File: config.mk
export PLATFORM = sky130hd
export DESIGN_NAME = ext_obi_addr_router_flat
export DESIGN_NICKNAME = d
export VERILOG_FILES = /design/src/rtl/addr_map_rule_pkg.sv /design/src/rtl/ext_xbar_pkg.sv /design/src/rtl/ext_obi_addr_router_if.sv /design/src/rtl/ext_obi_err_slave.sv /design/src/rtl/ext_obi_addr_router.sv /design/src/flat_wrapper.sv
export SDC_FILE = /design/constraint.sdc
export NUM_CORES = 1
export LEC_CHECK = 0
export ABC_AREA = 1
export CELL_PAD_IN_SITES_DETAIL_PLACEMENT = 0
export CELL_PAD_IN_SITES_GLOBAL_PLACEMENT = 1
export CORE_AREA = 2 2 88 90
export CTS_CLUSTER_SIZE = 8
export DETAILED_ROUTE_END_ITERATION = 10
export DIE_AREA = 0 0 90 92
export DONT_BUFFER_PORTS = 1
export GPL_ROUTABILITY_DRIVEN = 1
export GPL_TIMING_DRIVEN = 0
export PLACE_DENSITY_LB_ADDON = 0.05
export SKIP_LAST_GASP = 1
export SYNTH_ARGS = -nofsm -noshare
export SYNTH_HDL_FRONTEND = slang
export SYNTH_SLANG_ARGS = --single-unit
File: constraint.sdc
create_clock -name clk_i -period 4.55 [get_ports clk_i]
set_input_delay 0.91 -clock clk_i [delete_from_list [all_inputs] [get_ports clk_i]]
set_output_delay 0.91 -clock clk_i [all_outputs]
set_load 0.005 [all_outputs]
File: src/rtl/addr_map_rule_pkg.sv
`default_nettype none
// =====================================================================
// Package : addr_map_rule_pkg
// Brief   : Address-map rule record shared by the bus crossbars.
// Rev     : 1.0
// =====================================================================
package addr_map_rule_pkg;

   typedef struct packed {
      logic [31:0] idx;
      logic [31:0] start_addr;
      logic [31:0] end_addr;
   } addr_map_rule_t;

endpackage
`default_nettype wire

File: src/rtl/ext_xbar_pkg.sv
`default_nettype none
// =====================================================================
// Package : ext_xbar_pkg
// Brief   : External-slave address map; a new accelerator is one more rule.
// Rev     : 1.0
// =====================================================================
package ext_xbar_pkg;
   import addr_map_rule_pkg::*;

   localparam int unsigned EXT_XBAR_NSLAVE = 2;

   localparam logic [31:0] EXT_SLV0_START_ADDR = 32'h0000_0000;
   localparam logic [31:0] EXT_SLV0_SIZE       = 32'h0000_1000;
   localparam logic [31:0] EXT_SLV0_END_ADDR   = EXT_SLV0_START_ADDR + EXT_SLV0_SIZE;
   localparam logic [31:0] EXT_SLV0_IDX        = 32'd0;

   localparam logic [31:0] EXT_SLV1_START_ADDR = 32'h0000_1000;
   localparam logic [31:0] EXT_SLV1_SIZE       = 32'h0000_1000;
   localparam logic [31:0] EXT_SLV1_END_ADDR   = EXT_SLV1_START_ADDR + EXT_SLV1_SIZE;
   localparam logic [31:0] EXT_SLV1_IDX        = 32'd1;

   localparam addr_map_rule_t [EXT_XBAR_NSLAVE-1:0] EXT_XBAR_ADDR_RULES = '{
      1: '{idx: EXT_SLV1_IDX, start_addr: EXT_SLV1_START_ADDR, end_addr: EXT_SLV1_END_ADDR},
      0: '{idx: EXT_SLV0_IDX, start_addr: EXT_SLV0_START_ADDR, end_addr: EXT_SLV0_END_ADDR}
   };

   localparam logic [31:0] ERR_RDATA = 32'hBADA_CCE5;

endpackage
`default_nettype wire

File: src/rtl/ext_obi_addr_router_if.sv
`default_nettype none
// =====================================================================
// Interface : ext_obi_addr_router_if
// Brief     : OBI bundle with N_PORT request/response lanes sharing one A-channel.
// Rev       : 1.0
// =====================================================================
interface ext_obi_addr_router_if #(
   parameter int N_PORT = 1,
   parameter int ADDR_W = 32,
   parameter int DATA_W = 32
);
   logic [N_PORT-1:0]        req;
   logic [N_PORT-1:0]        gnt;
   logic [ADDR_W-1:0]        addr;
   logic                     we;
   logic [DATA_W/8-1:0]      be;
   logic [DATA_W-1:0]        wdata;
   logic [N_PORT-1:0]        rvalid;
   logic [N_PORT*DATA_W-1:0] rdata;
   logic                     err;

   modport master (
      output req, addr, we, be, wdata,
      input  gnt, rvalid, rdata, err
   );

   modport slave (
      input  req, addr, we, be, wdata,
      output gnt, rvalid, rdata, err
   );
endinterface
`default_nettype wire

File: src/rtl/ext_obi_err_slave.sv
`default_nettype none
// =====================================================================
// Module : ext_obi_err_slave
// Brief  : Answers unmapped accesses one cycle after grant; counts them.
// Rev    : 1.0
// =====================================================================
module ext_obi_err_slave #(
   parameter int                DATA_W    = 32,
   parameter logic [DATA_W-1:0] ERR_RDATA = '0
) (
   input  wire logic              clk,
   input  wire logic              rst,
   input  wire logic              i_hs,
   output logic                   o_rvalid,
   output logic [DATA_W-1:0]      o_rdata,
   output logic                   o_err,
   output logic [15:0]            o_err_cnt
);
   logic        r_pend;
   logic [15:0] r_err_cnt;

   // Write data is never stored; every access just gets an error response.
   always_ff @(posedge clk or posedge rst) begin
      if (rst) begin
         r_pend    <= 1'b0;
         r_err_cnt <= 16'h0000;
      end else begin
         r_pend <= i_hs;
         if (i_hs && (r_err_cnt != 16'hFFFF)) begin
            r_err_cnt <= r_err_cnt + 16'd1;
         end
      end
   end

   assign o_rvalid  = r_pend;
   assign o_rdata   = r_pend ? ERR_RDATA : '0;
   assign o_err     = r_pend;
   assign o_err_cnt = r_err_cnt;
endmodule
`default_nettype wire

File: src/rtl/ext_obi_addr_router.sv
`default_nettype none
// =====================================================================
// Module : ext_obi_addr_router
// Brief  : 1-to-NSLAVE OBI router with in-order responses and error target.
// Rev    : 1.0
// =====================================================================
module ext_obi_addr_router
   import addr_map_rule_pkg::*;
#(
   parameter int                              NSLAVE     = 1,
   parameter int                              ADDR_W     = 32,
   parameter int                              DATA_W     = 32,
   parameter int                              MAX_OUTST  = 4,
   parameter addr_map_rule_t [NSLAVE-1:0]     ADDR_RULES = '0,
   parameter logic [DATA_W-1:0]               ERR_RDATA  = DATA_W'(ext_xbar_pkg::ERR_RDATA)
) (
   input  wire logic              clk_i,
   input  wire logic              rst_i,
   ext_obi_addr_router_if.slave   m_bus,
   ext_obi_addr_router_if.master  s_bus,
   output logic [15:0]            err_cnt_o
);
   localparam int unsigned c_sel_w = $clog2(NSLAVE + 1);
   localparam int unsigned c_cnt_w = $clog2(MAX_OUTST + 1);
   localparam logic [c_sel_w-1:0] c_err_sel = c_sel_w'(NSLAVE);
   localparam logic [c_cnt_w-1:0] c_cnt_max = c_cnt_w'(MAX_OUTST);

   logic [ADDR_W-1:0]  w_addr;
   logic [31:0]        w_addr_ext;
   logic [c_sel_w-1:0] w_sel;
   logic [NSLAVE-1:0]  w_sel_oh;
   logic [NSLAVE-1:0]  w_cur_oh;
   logic               w_sel_is_err;
   logic               w_cur_is_err;
   logic               w_allow;
   logic               w_slv_gnt;
   logic               w_gnt;
   logic               w_hs;
   logic               w_err_hs;
   logic               w_slv_rvalid;
   logic [DATA_W-1:0]  w_slv_rdata;
   logic               w_rsp_valid;
   logic               w_err_rvalid;
   logic [DATA_W-1:0]  w_err_rdata;
   logic               w_err_flag;

   logic [c_cnt_w-1:0] r_out_cnt;
   logic [c_sel_w-1:0] r_cur_sel;

   assign w_addr     = m_bus.addr;
   assign w_addr_ext = 32'(w_addr);

   // Scan downwards so the lowest matching rule is the last one written.
   always_comb begin
      w_sel = c_err_sel;
      for (int k = NSLAVE - 1; k >= 0; k--) begin
         if ((w_addr_ext >= ADDR_RULES[k].start_addr) &&
             (w_addr_ext <  ADDR_RULES[k].end_addr)) begin
            w_sel = c_sel_w'(k);
         end
      end
   end

   always_comb begin
      w_sel_oh = '0;
      w_cur_oh = '0;
      for (int k = 0; k < NSLAVE; k++) begin
         w_sel_oh[k] = (w_sel == c_sel_w'(k));
         w_cur_oh[k] = (r_cur_sel == c_sel_w'(k));
      end
   end

   assign w_sel_is_err = (w_sel == c_err_sel);
   assign w_cur_is_err = (r_cur_sel == c_err_sel);

   // Responses must come back in order, so a new target waits for an empty pipe.
   assign w_allow = (r_out_cnt == '0) ||
                    ((w_sel == r_cur_sel) && (r_out_cnt < c_cnt_max));

   assign w_slv_gnt = |(s_bus.gnt & w_sel_oh);
   assign w_gnt     = w_allow & (w_sel_is_err ? m_bus.req[0] : w_slv_gnt);
   assign w_hs      = m_bus.req[0] & w_gnt;
   assign w_err_hs  = w_hs & w_sel_is_err;

   assign s_bus.req   = {NSLAVE{m_bus.req[0] & w_allow}} & w_sel_oh;
   assign s_bus.addr  = m_bus.addr;
   assign s_bus.we    = m_bus.we;
   assign s_bus.be    = m_bus.be;
   assign s_bus.wdata = m_bus.wdata;
   assign m_bus.gnt   = w_gnt;

   ext_obi_err_slave #(
      .DATA_W    (DATA_W),
      .ERR_RDATA (ERR_RDATA)
   ) u_err_slave (
      .clk       (clk_i),
      .rst       (rst_i),
      .i_hs      (w_err_hs),
      .o_rvalid  (w_err_rvalid),
      .o_rdata   (w_err_rdata),
      .o_err     (w_err_flag),
      .o_err_cnt (err_cnt_o)
   );

   always_comb begin
      w_slv_rdata = '0;
      for (int k = 0; k < NSLAVE; k++) begin
         if (w_cur_oh[k]) begin
            w_slv_rdata = s_bus.rdata[k*DATA_W +: DATA_W];
         end
      end
   end

   assign w_slv_rvalid = |(s_bus.rvalid & w_cur_oh);

   // With nothing in flight any rvalid is stale (e.g. issued before a reset).
   assign w_rsp_valid = (r_out_cnt != '0) &&
                        (w_cur_is_err ? w_err_rvalid : w_slv_rvalid);

   assign m_bus.rvalid = w_rsp_valid;
   assign m_bus.rdata  = !w_rsp_valid ? '0 :
                         (w_cur_is_err ? w_err_rdata : w_slv_rdata);
   assign m_bus.err    = w_rsp_valid & w_cur_is_err & w_err_flag;

   always_ff @(posedge clk_i or posedge rst_i) begin
      if (rst_i) begin
         r_out_cnt <= '0;
         r_cur_sel <= '0;
      end else begin
         if (w_hs) begin
            r_cur_sel <= w_sel;
         end
         case ({w_hs, w_rsp_valid})
            2'b10:   r_out_cnt <= r_out_cnt + c_cnt_w'(1);
            2'b01:   r_out_cnt <= r_out_cnt - c_cnt_w'(1);
            default: r_out_cnt <= r_out_cnt;
         endcase
      end
   end
endmodule
`default_nettype wire
File: src/flat_wrapper.sv
// flat-port wrapper written by rule: the top's interface ports become plain ports
module ext_obi_addr_router_flat import addr_map_rule_pkg::*;
#(
   parameter int                              NSLAVE     = 1,
   parameter int                              ADDR_W     = 32,
   parameter int                              DATA_W     = 32,
   parameter int                              MAX_OUTST  = 4,
   parameter addr_map_rule_t [NSLAVE-1:0]     ADDR_RULES = '0,
   parameter logic [DATA_W-1:0]               ERR_RDATA  = DATA_W'(ext_xbar_pkg::ERR_RDATA)
)
  (clk_i, rst_i, err_cnt_o, m_bus_req, m_bus_addr, m_bus_we, m_bus_be, m_bus_wdata, m_bus_gnt, m_bus_rvalid, m_bus_rdata, m_bus_err, s_bus_req, s_bus_addr, s_bus_we, s_bus_be, s_bus_wdata, s_bus_gnt, s_bus_rvalid, s_bus_rdata, s_bus_err);
  ext_obi_addr_router_if #(.ADDR_W(ADDR_W), .DATA_W(DATA_W)) m_bus_i ();
  ext_obi_addr_router_if #(.ADDR_W(ADDR_W), .DATA_W(DATA_W)) s_bus_i ();
  input  wire logic clk_i;
  input  wire logic rst_i;
  output logic [15:0] err_cnt_o;
  input wire logic [$bits(m_bus_i.req)-1:0] m_bus_req;
  input wire logic [$bits(m_bus_i.addr)-1:0] m_bus_addr;
  input wire logic [$bits(m_bus_i.we)-1:0] m_bus_we;
  input wire logic [$bits(m_bus_i.be)-1:0] m_bus_be;
  input wire logic [$bits(m_bus_i.wdata)-1:0] m_bus_wdata;
  output wire logic [$bits(m_bus_i.gnt)-1:0] m_bus_gnt;
  output wire logic [$bits(m_bus_i.rvalid)-1:0] m_bus_rvalid;
  output wire logic [$bits(m_bus_i.rdata)-1:0] m_bus_rdata;
  output wire logic [$bits(m_bus_i.err)-1:0] m_bus_err;
  output wire logic [$bits(s_bus_i.req)-1:0] s_bus_req;
  output wire logic [$bits(s_bus_i.addr)-1:0] s_bus_addr;
  output wire logic [$bits(s_bus_i.we)-1:0] s_bus_we;
  output wire logic [$bits(s_bus_i.be)-1:0] s_bus_be;
  output wire logic [$bits(s_bus_i.wdata)-1:0] s_bus_wdata;
  input wire logic [$bits(s_bus_i.gnt)-1:0] s_bus_gnt;
  input wire logic [$bits(s_bus_i.rvalid)-1:0] s_bus_rvalid;
  input wire logic [$bits(s_bus_i.rdata)-1:0] s_bus_rdata;
  input wire logic [$bits(s_bus_i.err)-1:0] s_bus_err;
  assign m_bus_i.req = m_bus_req;
  assign m_bus_i.addr = m_bus_addr;
  assign m_bus_i.we = m_bus_we;
  assign m_bus_i.be = m_bus_be;
  assign m_bus_i.wdata = m_bus_wdata;
  assign m_bus_gnt = m_bus_i.gnt;
  assign m_bus_rvalid = m_bus_i.rvalid;
  assign m_bus_rdata = m_bus_i.rdata;
  assign m_bus_err = m_bus_i.err;
  assign s_bus_req = s_bus_i.req;
  assign s_bus_addr = s_bus_i.addr;
  assign s_bus_we = s_bus_i.we;
  assign s_bus_be = s_bus_i.be;
  assign s_bus_wdata = s_bus_i.wdata;
  assign s_bus_i.gnt = s_bus_gnt;
  assign s_bus_i.rvalid = s_bus_rvalid;
  assign s_bus_i.rdata = s_bus_rdata;
  assign s_bus_i.err = s_bus_err;
  ext_obi_addr_router #(.NSLAVE(NSLAVE), .ADDR_W(ADDR_W), .DATA_W(DATA_W), .MAX_OUTST(MAX_OUTST), .ADDR_RULES(ADDR_RULES), .ERR_RDATA(ERR_RDATA)) u_core (.clk_i(clk_i), .rst_i(rst_i), .m_bus(m_bus_i), .s_bus(s_bus_i), .err_cnt_o(err_cnt_o));
endmodule
# Yosys cells after proc, flatten, opt, wreduce, memory -nomap -nowiden
# Cells that the tools add are included.
# totals
reg_bits	21
inputBits	107
output_inout_bits	121
elab_cells	39
# op_classes
n_addsub	3
order_cmp	3
eq_ne	4
n_mux	7
n_bitwise	10
n_reduce_logical	8
# op_table
cell	n
32-bit two-way mux	3
32-bit by 1-bit greater-or-equal comparator with 1-bit output, second input constant	1
32-bit by 1-bit < comparator with 1-bit output, second input constant	1
16-bit by 1-bit adder with 16-bit output, second input constant	1
16-bit != test, second input constant	1
1-bit bitwise AND	9
3-bit one-hot mux with 2 select lines	1
1-bit logical AND	4
3-bit by 1-bit adder with 3-bit output, second input constant	1
3-bit zero test	1
3-bit < comparator, second input constant	1
1-bit two-way mux	3
3-bit nonzero test	1
3-bit by 1-bit subtractor with 3-bit output, second input constant	1
2-bit by 1-bit == test with 1-bit output, second input constant	1
2-bit == test, second input constant	1
2-bit nonzero test	1
1-bit == test	1
1-bit logical OR	1
1-bit NOT	1

# Depth between registers and ports, before layout
# logic_depth
ltp_word	10
ltp_mapped	13
depth_no_buf	12

# Modules after synthesis
# From an unflattened synthesis, not the netlist that was laid out.
# hier_totals
hier_cells	398
hier_area_um2	2728.9
# modules_own_cells
module	n_inst	cells_per_inst	area_per_inst_um2	seq_area_each_um2
ext_obi_addr_router	1	213	1382.6	100.1
ext_obi_err_slave	1	185	1346.3	425.4

# Worst setup path after synthesis
# No wires, ideal clock.
# synth_timing
path_type	input to register
startpoint	input s_bus_rvalid
endpoint	register u_core.r_out_cnt[2]
setup_ns	0.131
arrival_ns	2.295
t_required_ns	4.419
path_slack_ns	2.124
cell_stages	11
path_buffers	1
path_cell_list	nand2_1 nor2_1 nor2_1 buf_2 inv_1 ha_1 inv_1 fa_1 a21oi_1 o21ai_0 xor2_1
# synth_via
elab_chain_len	5
elab_cells_between_ends	7
cone_classes	eq/ne (2); mux (2); bitwise (1); reduce/logical (2)
# synth_rtl
item	line_no	rtl
start, declared	flat_wrapper.sv:32	input wire logic [$bits(s_bus_i.rvalid)-1:0] s_bus_rvalid;
1-bit bitwise AND (*)	ext_obi_addr_router.sv:114	assign w_slv_rvalid = |(s_bus.rvalid & w_cur_oh);
1-bit two-way mux (*)	ext_obi_addr_router.sv:118	(w_cur_is_err ? w_err_rvalid : w_slv_rvalid);
1-bit logical AND (*)	ext_obi_addr_router.sv:117	assign w_rsp_valid = (r_out_cnt != '0) &&
named net m_bus_rvalid	flat_wrapper.sv:23	output wire logic [$bits(m_bus_i.rvalid)-1:0] m_bus_rvalid;
2-bit by 1-bit == test with 1-bit output or 2-bit == test (tied branches)	ext_obi_addr_router.sv:133	case ({w_hs, w_rsp_valid})
3-bit one-hot mux with 2 select lines or 2-bit nonzero test (tied branches)	n/a	
end signal, assigned	ext_obi_addr_router.sv:134	2'b10: r_out_cnt <= r_out_cnt + c_cnt_w'(1);
end signal, assigned	ext_obi_addr_router.sv:135	2'b01: r_out_cnt <= r_out_cnt - c_cnt_w'(1);
end signal, assigned	ext_obi_addr_router.sv:136	default: r_out_cnt <= r_out_cnt;
end, declared	ext_obi_addr_router.sv:47	logic [c_cnt_w-1:0] r_out_cnt;
# Mark *: on every way through the listed nets, which the timed path passes. The rest lies on a longest branch.
# A chain may end at the register's enable or synchronous reset.

# Worst setup path after layout
# layout_timing
startpoint	register u_core.r_cur_sel
endpoint	output m_bus_rdata[15]
# layout_via
elab_chain_len	5
elab_cells_between_ends	6
cone_classes	mux (3); bitwise (2); reduce/logical (1)
# layout_rtl
item	line_no	rtl
start, declared	ext_obi_addr_router.sv:48	logic [c_sel_w-1:0] r_cur_sel;
start signal, assigned	ext_obi_addr_router.sv:131	r_cur_sel <= w_sel;
1-bit NOT	ext_obi_addr_router.sv:69	w_cur_oh[k] = (r_cur_sel == c_sel_w'(k));
1-bit bitwise AND	ext_obi_addr_router.sv:114	
1-bit two-way mux	ext_obi_addr_router.sv:118	
1-bit logical AND	ext_obi_addr_router.sv:117	
32-bit two-way mux (*)	ext_obi_addr_router.sv:121	assign m_bus.rdata = !w_rsp_valid ? '0 :
end, declared	flat_wrapper.sv:24	output wire logic [$bits(m_bus_i.rdata)-1:0] m_bus_rdata;
# Mark *: on every way between the ends. The rest lies on a longest branch, timed or not.

==> metrics <==
Reg clk slew, reported paths=0.09 ns; Clock Latency Late Sink=0.27 ns; mapped cell area=2090 sq um; Post-Syn Nets=424; Synth Flop Type=dfrtp_1; overall power consumption=0.377 mW; largest family of logic cells by synthesized area=buffers and inverters; Max clock buf depth=2; setup slack, reg-to-reg=2.29 ns; Worst Hold Depth=2; Worst Reg-to-Reg Cells=13; CP Launch Type=flop; worst ir drop on vdd=0.107 mV; slew margin rel.=0.407; Die X=90 um; YS warnings=0; Lkg Pwr=1.09 nW; TritonRoute pass-1 iters=4; GRT Util Overall=0.121; Final ANT Viol Nets=0; Min-Delay Endpoint=u_core.r_out_cnt[1]$_DFFE_PP0P_; Residual DRC=0; per-cell routed wire length=12.8 um; fmax=410 MHz; final worst-path cycle share=0.536; GRT Residual Overflow=0; total CTS buffers=3; HP Class=reg -> reg; worst-path maximum fanout=10; Root Driver=clkbuf_8; Sink Count=21; Filler Cells Inserted=834; Adder-Cell Fraction of Synth Area=0.0215; status=finished, final reports clean; GPL Wtd Cong=0.693; Final Net Count=429; register bit total from synthesis=21; Vias/cell=4.31; post-synthesis cell count=314; pin count of the biggest net entering global routing=22; final hold slack=0.485 ns; max_cap viols=0; TritonCTS clock tree=done; Initial Utilization=0.281; EDFF count, synth=0; Mapped Avg Cell Area=6.67 sq um; top cells by count, synth=70 x buf_4, 70 x nand2_1, 52 x nor2_1; Hold-fix buffers, CTS=0; Port Buffers=0; Setup TNS=0 ns; via count=1811; Multi-input gate area=875 sq um; Detailed Place HPWL=4370 um; DIE AREA=8280 sq um; CP startpoint=u_core.r_cur_sel$_DFFE_PP0P_; CTS HTree Levels=1; Synth cell types=26; Layout area overhead=8.24%; Synth Area in Compound Gates=0.0896; Die Span Y=92 um; post-synth top area cell=buf_4; reg2reg start=u_core.r_out_cnt[0]$_DFFE_PP0P_; Post-Route WL=5380 um; Critical Path RT=3.64 ns; Worst Setup End Kind=output port; Tmin final=2.44 ns; Seq. cell area=526 sq um; Area contributors post-synth=buf_4 25%, dfrtp_1 25%, nand2_1 13%; initial antenna violation count=0; hold path startpoint=u_core.r_out_cnt[1]$_DFFE_PP0P_; initial drt markers=34; top cell type's share of synthesized area=0.251; ANT cells=0; Row Count=32; Pins Over Slew Limit=0; # resized after CTS=0; XOR/XNOR Fraction of Synth Area=0.0376; Placeable Area=7450 sq um; Clock Skew=0.00584 ns; Worst Path Arrival=1.53 ns; fraction of layout cells with a size suffix above 1=0.274; first-pass GRT wire length=8180 um; post-synthesis sequential area ratio=0.251; simple logic cell fraction of the synthesized area=0.267; slew of the pin with the lowest slew margin=0.889 ns; vias in the first global route=1639; Hold Violations, Final=0; PwrDens=166 nW/um^2; Final setup viols=0; I/O pins=228; Post-CTS Setup Bufs=0; post-synthesis mux area share=0; critical path type=reg -> out; RSZ-0062 raised after global routing=false; capture point of the worst reg-to-reg path=u_core.r_out_cnt[2]$_DFFE_PP0P_; asr flop ratio synth=1.00
==> layout make-up <==
cell class                 instances  area share
inverter                          32      0.0530
multi-input combinational        183       0.386
tap                              102      0.0563
clock buffer                       4      0.0199
sequential                        21       0.232
buffer                            78       0.253
==> sequential cells by signal (all words and copies together) (netlist names) <==
register,count
u_core.r_out_cnt,3
u_core.u_err_slave.o_err,1
u_core.r_cur_sel,1
u_core.u_err_slave.o_err_cnt,16
==> worst max path at each step <==
| stage | end | cells past startpoint |
|---|---|---|
| after CTS | m_bus_rvalid | 7 |
| after global placement | u_core.r_out_cnt[2]$_DFFE_PP0P_ | 11 |
| final | m_bus_rdata[15] | 5 |
| after detailed placement | u_core.r_out_cnt[2]$_DFFE_PP0P_ | 11 |
| after floorplan | u_core.r_out_cnt[2]$_DFFE_PP0P_ | 11 |
| after global routing | m_bus_rvalid | 7 |
==> metal layers <==
metal  vias to the layer above  track usage  part of all wire
met5                         -            0                 0
met4                         0       0.0308            0.0067
met3                         4       0.0378             0.091
met2                        95        0.223              0.53
met1                       818        0.136              0.37
li1                        894            -                 -
==> cell usage in the layout, fill, tap and decap left out <==
| cell type | Yosys | routed |
|---|---|---|
| inv_1 | 28 | 28 |
| buf_4 | 70 | 70 |
| buf_2 | 3 | 3 |
| ha_1 | 2 | 2 |
| nand2_2 | 1 | 1 |
| o21ai_4 | 1 | 1 |
| o21ai_0 | 11 | 11 |
| nand2_4 | 1 | 1 |
| clkinv_1 | 2 | 2 |
| nor2_2 | 1 | 1 |
| buf_6 | 2 | 2 |
| fa_1 | 1 | 1 |
| xor2_1 | 1 | 1 |
| nor2_4 | 1 | 1 |
| xnor2_1 | 8 | 8 |
| a21oi_4 | 1 | 1 |
| nor2_1 | 52 | 52 |
| nand3_1 | 5 | 5 |
| conb_1 | 1 | 1 |
| clkbuf_8 | 0 | 3 |
| dfrtp_1 | 21 | 21 |
| a21oi_1 | 20 | 20 |
| nand3_2 | 1 | 1 |
| clkbuf_1 | 3 | 4 |
| nand4_1 | 5 | 5 |
| nand2_1 | 70 | 70 |
| inv_2 | 2 | 2 |
==> power breakdown <==
group | total, mW | internal (mW) | switching (mW)
Combinational | 0.0583 | 0.0386 | 0.0197
Sequential | 0.186 | 0.186 | 0
Clock | 0.132 | 0.0626 | 0.0695
Total | 0.377 | 0.288 | 0.0893
==> cell families after synthesis <==
group                      after synthesis
AOI/OAI and AO/OA                       33
other                                    1
adders and majority gates                3
and+or+nand+nor                        137
buffers and inverters                  110
xor gates and xnor gates                 9
DFF                                     21
==> per-stage QoR <==
step                 util  std cells  setup WS, ns  cell area [sq um]
floorplan               -        314          2.12               2090
global placement    0.298        416          1.94               2220
CTS                 0.304        420          2.07               2270
global route        0.304        420          1.90               2270
detailed placement  0.298        416          1.93               2220
finish              0.304        420          2.11               2270
==> critical path, cell delays in order (launching register included) <==
cell and delay, ns:
dfrtp_1 0.39, nand2_1 0.08, clkinv_1 0.22, clkbuf_1 0.29, a21oi_1 0.19, nor2_1 0.09
(Power assumes the default switching activity.)
